===== src/rtl/adder_share_arbiter.sv =====
// adder_share_arbiter
// Shares one external 16-bit adder between two requesters. A round-robin
// grant picks a requester in IDLE. Its operands are latched. The adder runs in
// EXEC, and the sum is held in RESP until the owner takes it.
//
// Ports
//   clk, rst_n                       clock, synchronous active-low reset
//   reqN_valid/ready                 operation handshake (N = 0, 1)
//   reqN_a, reqN_b, reqN_sub         operands; sub selects A - B
//   add_a, add_b, add_cin            drive the shared external adder
//   add_r                            combinational sum from the adder
//   resN_valid/ready                 result handshake (N = 0, 1)
//   res_data                         result word shared by both channels
module adder_share_arbiter (
  input  logic        clk,
  input  logic        rst_n,
  input  logic        req0_valid,
  output logic        req0_ready,
  input  logic [15:0] req0_a,
  input  logic [15:0] req0_b,
  input  logic        req0_sub,
  input  logic        req1_valid,
  output logic        req1_ready,
  input  logic [15:0] req1_a,
  input  logic [15:0] req1_b,
  input  logic        req1_sub,
  output logic [15:0] add_a,
  output logic [15:0] add_b,
  output logic        add_cin,
  input  logic [15:0] add_r,
  output logic        res0_valid,
  input  logic        res0_ready,
  output logic        res1_valid,
  input  logic        res1_ready,
  output logic [15:0] res_data
);

  typedef enum logic [1:0] {StIdle, StExec, StResp} state_e;

  state_e      state_q, state_d;
  logic        last_q, last_d;    // requester served most recently
  logic        owner_q, owner_d;  // requester owning the in-flight operation
  logic [15:0] op_a_q, op_a_d;
  logic [15:0] op_b_q, op_b_d;
  logic        cin_q, cin_d;
  logic [15:0] res_q, res_d;

  logic grant0, grant1, accept, owner_ready;

  // req1 wins when it is alone, or when both are valid and req0 was served last.
  assign grant1 = req1_valid & (~req0_valid | ~last_q);
  assign grant0 = req0_valid & ~grant1;

  assign accept      = (state_q == StIdle) & rst_n & (req0_valid | req1_valid);
  assign owner_ready = owner_q ? res1_ready : res0_ready;

  always_comb begin
    state_d = state_q;
    last_d  = last_q;
    owner_d = owner_q;
    op_a_d  = op_a_q;
    op_b_d  = op_b_q;
    cin_d   = cin_q;
    res_d   = res_q;
    unique case (state_q)
      StIdle: begin
        if (accept) begin
          owner_d = grant1;
          last_d  = grant1;
          op_a_d  = grant1 ? req1_a : req0_a;
          // Subtraction is A + ~B + 1, so invert B and use sub as carry-in.
          op_b_d  = grant1 ? (req1_sub ? ~req1_b : req1_b)
                           : (req0_sub ? ~req0_b : req0_b);
          cin_d   = grant1 ? req1_sub : req0_sub;
          state_d = StExec;
        end
      end
      StExec: begin
        res_d   = add_r;
        state_d = StResp;
      end
      StResp: begin
        if (owner_ready) begin
          state_d = StIdle;
        end
      end
      default: state_d = StIdle;
    endcase
  end

  always_ff @(posedge clk) begin
    if (!rst_n) begin
      state_q <= StIdle;
      last_q  <= 1'b1;
      owner_q <= 1'b0;
      op_a_q  <= 16'h0000;
      op_b_q  <= 16'h0000;
      cin_q   <= 1'b0;
      res_q   <= 16'h0000;
    end else begin
      state_q <= state_d;
      last_q  <= last_d;
      owner_q <= owner_d;
      op_a_q  <= op_a_d;
      op_b_q  <= op_b_d;
      cin_q   <= cin_d;
      res_q   <= res_d;
    end
  end

  // The adder inputs come straight from the latched registers. They change only
  // on an accept, so they hold steady in IDLE and RESP.
  assign add_a   = op_a_q;
  assign add_b   = op_b_q;
  assign add_cin = cin_q;

  assign req0_ready = (state_q == StIdle) & rst_n & grant0;
  assign req1_ready = (state_q == StIdle) & rst_n & grant1;
  assign res0_valid = (state_q == StResp) & ~owner_q;
  assign res1_valid = (state_q == StResp) & owner_q;
  assign res_data   = res_q;

endmodule

===== config.mk =====
export PLATFORM = sky130hd
export DESIGN_NAME = adder_share_arbiter
export DESIGN_NICKNAME = d
export VERILOG_FILES = /design/src/rtl/adder_share_arbiter.sv
export SDC_FILE = /design/constraint.sdc
export NUM_CORES = 1
export LEC_CHECK = 0
export CORE_MARGIN = 2
export CORE_UTILIZATION = 39
export DETAILED_ROUTE_END_ITERATION = 10
export PLACE_DENSITY = 0.79
export SLEW_MARGIN = 10
export SYNTH_ARGS = -nofsm -noshare
export SYNTH_HDL_FRONTEND = slang
export SYNTH_SLANG_ARGS = --single-unit

===== constraint.sdc =====
create_clock -name clk -period 2.5 [get_ports clk]
set_input_delay 0.75 -clock clk [delete_from_list [all_inputs] [get_ports clk]]
set_output_delay 0.75 -clock clk [all_outputs]
set_load 0.01 [all_outputs]

# Yosys cells after proc, flatten, opt, wreduce, memory -nomap -nowiden
# Cells that the tools add are included.
# W data, S select, Z words.
# totals
inputBits	88
elab_cells	39
output_inout_bits	53
ff_bits	53
# op_classes
reduce_logical	3
n_bitwise	16
eq_ne	4
mux	9
# ops
cell	n
$mux W16	4
$not A16 Y16	2
$and A1 B1 Y1	8
$pmux W2 S3	1
$mux W2	2
$ne A2 B2 Y1 const B	2
$not A1 Y1	4
$reduce_and A2 Y1	2
$eq A2 B1 Y1 const B	1
$eq A2 B2 Y1 const B	1
$logic_not A2 Y1	1
$mux W1	2
$or A1 B1 Y1	2

# Depth between registers and ports, before layout
# Gate-level depths: netlist of run 1.
# logic_depth
depth_word	6
mapped_depth	6
ltp_nobuf	4

# Worst setup path after synthesis of run 1
# OpenSTA, ideal clock, no wires.
# synth_path
path_type	input to output
start	input port rst_n
end	output port req0_ready
setup_slack_ns	0.184
arrival_ns	1.566
stages	4
path_buffers	2
required_ns	1.750
cell_sequence	buf_6 > nor3b_4 > buf_6 > and3_1
# synth_between
elab_chain_cells	2
# synth_rtl
element	line_no	text
start, declared	16	input logic rst_n,
$and A1 B1 Y1 (2 in series)	117	assign req0_ready = (state_q == StIdle) & rst_n & grant0;
end, declared	18	output logic req0_ready,
# Every way passes these cells.

# Final worst setup path of run 1
# layout_path
start	register state_q[1]
end	output port res0_valid
# layout_between
elab_chain_cells	2
# layout_rtl
element	line_no	text
start, declared	40	state_e state_q, state_d;
start signal, assigned	93	state_q <= StIdle;
start signal, assigned	101	state_q <= state_d;
$eq A2 B2 Y1	119	assign res0_valid = (state_q == StResp) & ~owner_q;
$and A1 B1 Y1	119	
end, declared	31	output logic res0_valid,
# Every way passes these cells.

==> metrics, run 1 <==
initial antenna violation count=0; drt wl/cell=between 10 and 15 um; gr busiest metal=met2; final hold viol count=0; largest net degree at the start of global routing=36; Post-CTS Setup Inserts=0; P_sw=~640 uW; status=finished, final reports clean; row count=30; Vias per Instance=about 4.8; Mapped Cells=around 300; Post-Syn Nets=384; CTS buffer count=5; post-route ant nets=0; arrival time at the worst endpoint=between 1.5 and 2 ns; Initial Util=around two fifths; P_int=1540 uW; Setup-failing EPs final=0; Reg2Reg Setup Slack=0.84 ns; Slew @ Worst Pin=a little under 0.8 ns; unrepaired setup endpoints after global routing=no; final setup TNS=0 ns; Worst Hold Class=flip-flop to flip-flop; area of the multi-input gates=1540 um2; Clock Tree Buf Depth=2; hold_buf cts=0; Period Utilization, post-route=between 90% and 100%; DRC=0; Hold Path Depth=2; Vias=~2500; GR Overflow Total=0; final core area utilization=~63%; Pre-Repair DR Iteration Count=4; Die X-Extent=between 80 and 90 um; Routability Congestion=about 0.73; synthesized flop and latch total=53; element type at the critical path end=output pin; Buffers on Ports=140; Reg area=~1100 um2; Netlist cell types=29; vias in the first global route=around 2400; commonest non-fill, non-tap cell in the layout=clkdlybuf4s50_1; switch share=between 20% and 30%; clk slew on worst S/H paths=0.09 ns; CTS tree=done; # IOs=about 140; most frequent cells in the layout=135 x clkdlybuf4s50_1, 83 x nand2_1, 53 x dfxtp_1; startpoint types=flip-flop; Total Routing Usage GR=roughly 18%; final instance area=~4300 um2; Synth warnings=0; core area=a little under 7000 um2; Clock Power Share=21.6%; max-slew violations=0; CP max FO=7; CTS sink cnt=53; wire length of the first global-routing pass=between 10 and 15 mm; DR iter-0 viols=89; Filler cells=approximately 610; Pleak=~0.0017 uW; WHS=0.457 ns; CP required=1.75 ns; diode count=0; worst vdd ir=around 0.00028 V; share of power burned in registers=45.3%; nets=roughly 520; Layout area overhead=54.6%; syn_area_per_cell=about 9.4 um2; clk_skew=0.00605 ns; DP Wirelength=5.33 mm; Max-Cap Viols=0; die area=slightly below 8000 um2; fin crit period=approximately 2.3 ns; cell area after synthesis=about 2800 um2; Setup CP Type=flip-flop to output pin; share of layout cells above drive strength 1=around an eighth; register area share after synthesis=about two fifths; Fmax=427 MHz; M2 GR Usage=roughly 32%; Total Wirelength=approximately 7.2 mm; Area after DPL=4210 um2; worst skew pair latency=roughly 0.3 ns; root buffer cell=clkbuf_8; worst reg2reg path depth=5; met3 usage=between 5 and 6%; PwrDens=approximately 500 nW/um2; Logic pwr share=around 33%; Slew headroom=between 40% and 50%; die height=between 80 and 90 um; grt met1 use=about 22%; H-tree depth=2
[through the flow]
| step | total power [uW] | instances | worst slack [ns] |
|---|---|---|---|
| 6_report | 2180 | 526 | 0.157 |
| 5_1_grt | 2290 | 526 | 0.0198 |
| 4_1_cts | 2210 | 526 | 0.00598 |
| 3_5_place_dp | 1740 | 518 | -0.451 |
| 3_3_place_gp | 1720 | 518 | -0.418 |
| 2_1_floorplan | 1370 | 296 | 0.184 |
[metal layers]
| metal | part of all wire, % | wire [um] |
|---|---|---|
| met1 | 42 | 3020 |
| met2 | 50 | 3620 |
| met3 | 7.0 | 507 |
| met4 | 0.89 | 64 |
| met5 | 0 | 0 |
[timing repair]
item                                    4_1_cts  5_1_grt
resized for setup                            10        1
endpoints found under the setup margin        2        2
pin swaps                                     1        1
[Yosys cell counts]
library cell	count	area, um2
nor3b_1	1	7.51
a311oi_2	17	255
inv_6	1	8.76
nand2_1	83	312
o21ai_1	1	5.00
buf_8	1	15.0
nand3b_1	1	7.51
nand2b_1	1	6.26
and3_1	2	12.5
nor2_1	1	3.75
or2_1	1	6.26
nor3b_4	1	18.8
mux2i_1	33	330
buf_6	5	56.3
nand2_8	1	20.0
a21boi_4	1	18.8
buf_2	13	65.1
buf_1	1	3.75
xor2_1	32	280
a21bo_1	2	20.0
and2_1	1	6.26
clkbuf_1	3	11.3
buf_4	1	7.51
and3b_1	1	8.76
nor2b_1	1	6.26
a21oi_2	9	78.8
a21oi_1	27	135
dfxtp_1	53	1060
inv_2	1	3.75
[final cells by class]
| type | count | area share [%] |
|---|---|---|
| timing repair buffer | 150 | 34.2 |
| clock inverter | 3 | 0.409 |
| tap | 96 | 2.80 |
| multi-input combinational | 217 | 35.9 |
| inverter | 2 | 0.292 |
| clock buffer | 5 | 1.61 |
| sequential | 53 | 24.8 |
[power by group through the flow]
stage	Sequential, uW	Combinational, uW	Clock, uW
after floorplan	1040	333	0
after global placement	1000	719	0
after detailed placement	1010	731	0
after CTS	987	730	494
after global routing	999	778	518
final	986	720	471
[critical path, cell delays in order (launching register included)]
cell and delay (ns):
dfxtp_1 0.49, nor3b_1 0.22, clkdlybuf4s50_1 0.58
[final timing paths]
kind                        startpoint                         to
max            state_q[1]$_SDFFE_PN0P_                 res0_valid
min          res_data[15]$_SDFFE_PN0N_  res_data[15]$_SDFFE_PN0N_
max reg2reg    state_q[1]$_SDFFE_PN0P_     add_a[15]$_SDFFE_PN0P_
min reg2reg  res_data[15]$_SDFFE_PN0N_  res_data[15]$_SDFFE_PN0N_
[cells by family after synthesis]
family | Yosys count | share of synthesized area, %
flip-flops | 53 | 38.3
AO/OA/AOI/OAI | 57 | 18.5
AND/OR/NAND/NOR | 95 | 15.0
multiplexers | 33 | 11.9
buffers and inverters | 26 | 6.18
XOR/XNOR | 32 | 10.1
[state kept, by name, indices dropped and copies added, names as in the netlist]
register	flops
add_a	16
add_b	16
add_cin	1
last_q	1
owner_q	1
res_data	16
state_q	2
(Power assumes the default switching activity.)
==> run 2: changes to the inputs <==
CAP_MARGIN = 30   (was not set)
clock period = 2.4 ns   (was 2.5 ns; I/O delays follow)
==> metrics, run 2 (synthesized netlist as in run 1, its figures left out) <==
crit path launch=req0_valid (was state_q[1]$_SDFFE_PN0P_); worst skew pair latency=0.31 ns (was 0.30 ns); Die X-Extent=88.3 um (unchanged); commonest non-fill, non-tap cell in the layout=clkdlybuf4s50_1 (unchanged); final setup TNS=0 ns (unchanged); Total Wirelength=7.39 mm (was 7.21 mm); CP max FO=5 (was 7); Max-Cap Viols=0 (unchanged); H-tree depth=2 (unchanged); Buffers on Ports=140 (unchanged); # IOs=141 (unchanged); Clock Tree Buf Depth=2 (unchanged); worst vdd ir=0.000314 V (was 0.000282 V); clk_skew=0.0110 ns (was 0.00605 ns); Slew headroom=46.6% (was 47.5%); share of layout cells above drive strength 1=12.3% (was 11.9%); reg2reg start=state_q[0]$_SDFFE_PN0P_ (was state_q[1]$_SDFFE_PN0P_); status=finished, final reports clean (unchanged); PwrDens=534 nW/um2 (was 508 nW/um2); CTS buffer count=5 (unchanged); post-route ant nets=0 (unchanged); largest net degree at the start of global routing=36 (unchanged); P_int=1620 uW (was 1540 uW); Vias per Instance=4.82 (was 4.79); Period Utilization, post-route=around 95%; drt wl/cell=14.0 um (was 13.7 um); wire length of the first global-routing pass=11.4 mm (was 11.2 mm); Fmax=438 MHz; P_sw=692 uW (was 642 uW); die height=88.3 um (unchanged); switch share=30.0% (was 29.5%); row count=30 (unchanged); CTS tree=done (unchanged); unrepaired setup endpoints after global routing=no (unchanged); non-filler cells in the finished layout=527 (was 526); Logic pwr share=32.9% (was 33.1%); initial antenna violation count=0 (unchanged); hold_buf cts=0 (unchanged); most frequent cells in the layout=135 x clkdlybuf4s50_1, 83 x nand2_1, 52 x dfxtp_1 (was 135 x clkdlybuf4s50_1, 83 x nand2_1, 53 x dfxtp_1); Total Routing Usage GR=18.4% (was 18.3%); Initial Util=40.6% (unchanged); Routability Congestion=0.740 (was 0.730); vias in the first global route=2473 (was 2443); Pre-Repair DR Iteration Count=4 (unchanged); element type at the critical path end=output pin (unchanged); Filler cells=617 (was 611); root buffer cell=clkbuf_8 (unchanged); Worst Hold Class=flip-flop to flip-flop (unchanged); final core area utilization=63.3% (was 62.7%); arrival time at the worst endpoint=1.56 ns (was 1.59 ns); nets=518 (was 517); CTS sink cnt=53 (unchanged); Slew @ Worst Pin=0.799 ns (was 0.786 ns); DR iter-0 viols=104 (was 89); CP required=1.68 ns (was 1.75 ns); final hold viol count=0 (unchanged); core area=6830 um2 (unchanged); placed insts=518 (unchanged); Clock Power Share=22.6% (was 21.6%); Setup-failing EPs final=0 (unchanged); DRC=0 (unchanged); WHS=0.458 ns (was 0.457 ns); max-slew violations=0 (unchanged); DP Wirelength=5.44 mm (was 5.33 mm); fin crit period=approximately 2.3 ns; power consumption=2310 uW (was 2180 uW); GR Overflow Total=0 (unchanged); clk slew on worst S/H paths=0.09 ns (about the same); startpoint types=input pin (was flip-flop); Setup CP Type=input pin to output pin (was flip-flop to output pin); share of power burned in registers=44.5% (was 45.3%); diode count=0 (unchanged); die area=7800 um2 (unchanged); Hold Path Origin=add_b[2]$_SDFFE_PN0P_ (was res_data[15]$_SDFFE_PN0N_); Pleak=0.00176 uW (was 0.00174 uW); Layout area overhead=56.0% (was 54.6%); Vias=2540 (was 2522)
run 2: changes by cell type in the layout (fill, tap and decap cells not counted), sizes merged:
cell	change
buf	+1
clkinvlp	-1
dlygate4sd2	+1
dlymetal6s2s	-1
inv	+1
run 2: path summary, 6_finish.rpt:
check / end / slack [ns] / depth (start not counted)
max: req0_ready / 0.12 / 4
min: add_b[2]$_SDFFE_PN0P_ / 0.46 / 2
max reg2reg: add_a[8]$_SDFFE_PN0P_ / 0.70 / 6
min reg2reg: add_b[2]$_SDFFE_PN0P_ / 0.46 / 2
run 2: final cells by class:
cell class / instances / area [um2] / share of cell area (%)
sequential: 53 / 1060 / 24.6
clock inverter: 3 / 26.3 / 0.608
tap: 96 / 120 / 2.78
clock buffer: 5 / 68.8 / 1.59
inverter: 2 / 12.5 / 0.289
multi-input combinational: 217 / 1540 / 35.6
timing repair buffer: 151 / 1500 / 34.6
run 2: critical path, stage by stage:
cell           delay (ns)
dlygate4sd2_1        0.30
a21bo_1              0.22
and3_1               0.18
buf_2                0.14
run 2: metrics by stage:
step | instance area [um2] | setup slack [ns]
6_report | 4320 | 0.117
4_1_cts | 4320 | 0.0598
5_1_grt | 4320 | 0.0606
2_1_floorplan | 2770 | 0.144
3_3_place_gp | 4230 | -0.456
3_5_place_dp | 4230 | -0.497
run 2: per-layer routing:
metal	wire length (um)	part of all wire [%]	GRT usage [%]
met3	527	7.1	4.57
met5	0	0	0
met4	87	1.2	4.68
met1	3090	42	22.3
met2	3690	50	32.8
run 2: timing repair:
action | 4_1_cts | 5_1_grt
cloned | 0 | 0
resized for setup | 11 | 1
pin swaps | 1 | 0
endpoints found under the hold margin | 0 | 0
buffers inserted | 1 | 0
setup endpoints to repair | 2 | 1
run 2: power groups by stage:
stage               registers (uW)  logic (uW)  clock network (uW)
finish                        1030         760                 522
global route                  1040         822                 571
CTS                           1030         770                 542
detailed placement            1050         769                   0
global placement              1040         757                   0
floorplan                     1080         347                   0
==> run 3: changes to the inputs <==
ABC_AREA = 1   (was not set)
MAX_ROUTING_LAYER = met4   (was not set)
PLACE_DENSITY = 0.77   (was 0.79)
==> metrics, run 3 <==
status=finished, final reports clean (unchanged); WP buf/inv=3 (was 2); final instance area=4530 um2 (was 4320 um2); non-filler cells in the finished layout=748 (was 527); GR Overflow Total=0 (unchanged); synthesized flop and latch total=53 (unchanged); final core area utilization=61.8% (was 63.3%); root buffer cell=clkbuf_8 (unchanged); vias in the first global route=3038 (was 2473); nets=736 (was 518); Slew headroom=64.5% (was 46.6%); Synth area leader=dfxtp_1 (unchanged); drt wl/cell=10.3 um (was 14.0 um); Synth warnings=0 (unchanged); initial antenna violation count=0 (unchanged); PwrDens=502 nW/um2 (was 534 nW/um2); Post-CTS Setup Inserts=0 (was 1); max-slew violations=0 (unchanged); simple-gate share of the synthesized area=42.2% (was 15.0%); element type at the critical path end=output pin (unchanged); DP Wirelength=5.70 mm (was 5.44 mm); wire length of the first global-routing pass=13.1 mm (was 11.4 mm); # IOs=141 (unchanged); Total Wirelength=7.74 mm (was 7.39 mm); cell area after synthesis=2990 um2 (was 2770 um2); commonest non-fill, non-tap cell in the layout=nand2_1 (was clkdlybuf4s50_1); Slowest-stage cell, CP=dlygate4sd2_1 (unchanged); DRC=0 (unchanged); CP top delay family=buffers and inverters (unchanged); row count=31 (was 30); final setup TNS=0 ns (unchanged); post-route ant nets=0 (unchanged); Vias=3263 (was 2540); mux cell area share after synthesis=0% (was 11.9%); number of synthesized flops with an enable pin=0 (unchanged); post-synthesis xor/xnor area fraction=4.68% (was 10.1%); Vias per Instance=4.36 (was 4.82); clk_skew=0.00327 ns (was 0.0110 ns); most frequent cells after synthesis=187 x nand2_1, 135 x nor2_1, 74 x inv_1 (was 83 x nand2_1, 53 x dfxtp_1, 33 x mux2i_1); Pleak=0.00221 uW (was 0.00176 uW); most frequent cells in the layout=187 x nand2_1, 135 x clkdlybuf4s50_1, 134 x nor2_1 (was 135 x clkdlybuf4s50_1, 83 x nand2_1, 52 x dfxtp_1); Post-Syn Nets=605 (was 384); Compound-Gate Fraction of Synth Area=3.09% (was 18.5%); CP max FO=3 (was 5); Worst R2R End=res_data[2]$_SDFFE_PN0N_ (was add_a[8]$_SDFFE_PN0P_); worst skew pair latency=0.30 ns (was 0.31 ns); final hold viol count=0 (unchanged); Synth Area in Adders=0% (unchanged); Buffers on Ports=140 (unchanged); ys flop type=dfxtp_1 (unchanged); Worst Hold Class=flip-flop to flip-flop (unchanged); crit-path max cell delay=0.27 ns (was 0.30 ns); Netlist cell types=20 (was 29); Area after DPL=4440 um2 (was 4230 um2); Setup CP Type=input pin to output pin (unchanged); Clock Tree Buf Depth=2 (unchanged); WHS Endpoint=last_q$_SDFFE_PN1P_ (was add_b[2]$_SDFFE_PN0P_); startpoint types=input pin (unchanged); Pre-Repair DR Iteration Count=4 (unchanged); Hold Path Depth=2 (unchanged); largest net degree at the start of global routing=54 (was 36); CTS buffer count=5 (unchanged); Die X-Extent=91.6 um (was 88.3 um); placed insts=740 (was 518); syn_area_per_cell=5.79 um2 (was 9.36 um2); Period Utilization, post-route=95.3% (was 95.1%); share of layout cells above drive strength 1=4.16% (was 12.3%); fin crit period=2.29 ns (was 2.28 ns); Initial Util=40.8% (was 40.6%); clk slew on worst S/H paths=0.09 ns (about the same); Max-Cap Viols=0 (unchanged); CTS sink cnt=53 (unchanged); Setup-failing EPs final=0 (unchanged); register area share after synthesis=35.4% (was 38.3%); H-tree depth=2 (unchanged); CP required=1.68 ns (about the same); Total Routing Usage GR=19.4% (was 18.4%); die area=8390 um2 (was 7800 um2); diode count=0 (unchanged); hold_buf cts=0 (unchanged); Layout area overhead=51.2% (was 56.0%); Hold Path Origin=last_q$_SDFFE_PN1P_ (was add_b[2]$_SDFFE_PN0P_); largest family of logic cells by synthesized area=simple AND/OR/NAND/NOR gates (was compound AO/OA/AOI/OAI gates); DR iter-0 viols=89 (was 104); most common cell in the synthesized netlist=nand2_1 (unchanged); Routability Congestion=0.795 (was 0.740); worst vdd ir=0.000245 V (was 0.000314 V); Mapped Cells=517 (was 296); Slew @ Worst Pin=0.532 ns (was 0.799 ns); CTS tree=done (unchanged); Fmax=437 MHz (was 438 MHz); Post-CTS Resized=10 (was 11); die height=91.6 um (was 88.3 um); arrival time at the worst endpoint=1.57 ns (was 1.56 ns); core area=7330 um2 (was 6830 um2); reg2reg start=state_q[1]$_SDFFE_PN0P_ (was state_q[0]$_SDFFE_PN0P_); unrepaired setup endpoints after global routing=no (unchanged); worst reg2reg path depth=5 (was 6); Reg2Reg Setup Slack=0.93 ns (was 0.70 ns); asr flop ratio synth=0% (unchanged); largest cells by area after synthesis=dfxtp_1 35%, nand2_1 23%, nor2_1 17%, inv_1 9.3%, xnor2_1 4.7% (was dfxtp_1 38%, mux2i_1 12%, nand2_1 11%, xor2_1 10%, a311oi_2 9.2%); top-area cell type share of the netlist area=35.4% (was 38.3%); crit path launch=req0_valid (unchanged); worst-path cell chain=dlygate4sd2_1 -> nor2_2 -> nor2_4 -> nand2_1 -> inv_1 -> clkdlybuf4s15_2 (was dlygate4sd2_1 -> a21bo_1 -> and3_1 -> buf_2)
## run 3: changes by cell type after synthesis, moves of 27 or more
| cell | delta |
|---|---|
| mux2i_1 | -33 |
| inv_1 | +74 |
| nor2_1 | +134 |
| xor2_1 | -32 |
| a21oi_1 | -27 |
| nand2_1 | +104 |
## run 3: where the power goes
group / total [uW] / internal (uW) / switching [uW]
clock network: 485 / 202 / 283
logic: 773 / 412 / 361
registers: 1010 / 969 / 45.1
total: 2270 / 1580 / 689
## run 3: kinds of logic (layout without fill, tap and decap cells)
| kind of cell | after synthesis | count (layout) |
|---|---|---|
| xor+xnor | 16 | 16 |
| compound gates | 18 | 18 |
| buf+inv | 100 | 232 |
| flops | 53 | 53 |
| simple gates | 330 | 330 |
## run 3: worst max-delay path by stage
stage	to	slack (ns)	depth (start not counted)
floorplan	req1_ready	0.22	6
global placement	req0_ready	-0.44	6
detailed placement	req0_ready	-0.44	6
CTS	req1_ready	0.12	6
global route	res0_valid	0.01	5
finish	req1_ready	0.11	6
## run 3: through the flow
stage	power (uW)	hold slack, ns	setup WS (ns)
4_1_cts	2310	0.477	0.123
6_report	2270	0.469	0.112
2_1_floorplan	1440	0.429	0.222
5_1_grt	2440	0.522	0.0134
3_3_place_gp	1800	0.439	-0.440
3_5_place_dp	1820	0.455	-0.435
## run 3: layout make-up
| cell class | count | area (um2) |
|---|---|---|
| sequential | 53 | 1060 |
| multi-input combinational | 364 | 1500 |
| clock inverter | 3 | 17.5 |
| timing repair buffer | 149 | 1480 |
| clock buffer | 5 | 68.8 |
| inverter | 75 | 282 |
| tap | 99 | 124 |
| fill | 697 | 2800 |
## run 3: worst min-delay path, stage by stage (launching register included)
cell and delay (ns):
dfxtp_1 0.34, nand2_1 0.05, nand3_1 0.06
## run 3: per-layer routing
| layer | vias up | GRT usage [%] | share of wire [%] | wire length (um) |
|---|---|---|---|---|
| met5 | - | - | 0 | 0 |
| met4 | 0 | 3.54 | 0.71 | 55 |
| met3 | 6 | 4.19 | 6.2 | 479 |
| met2 | 100 | 34.8 | 49 | 3770 |
| met1 | 1415 | 22.5 | 44 | 3440 |
| li1 | 1742 | - | - | - |
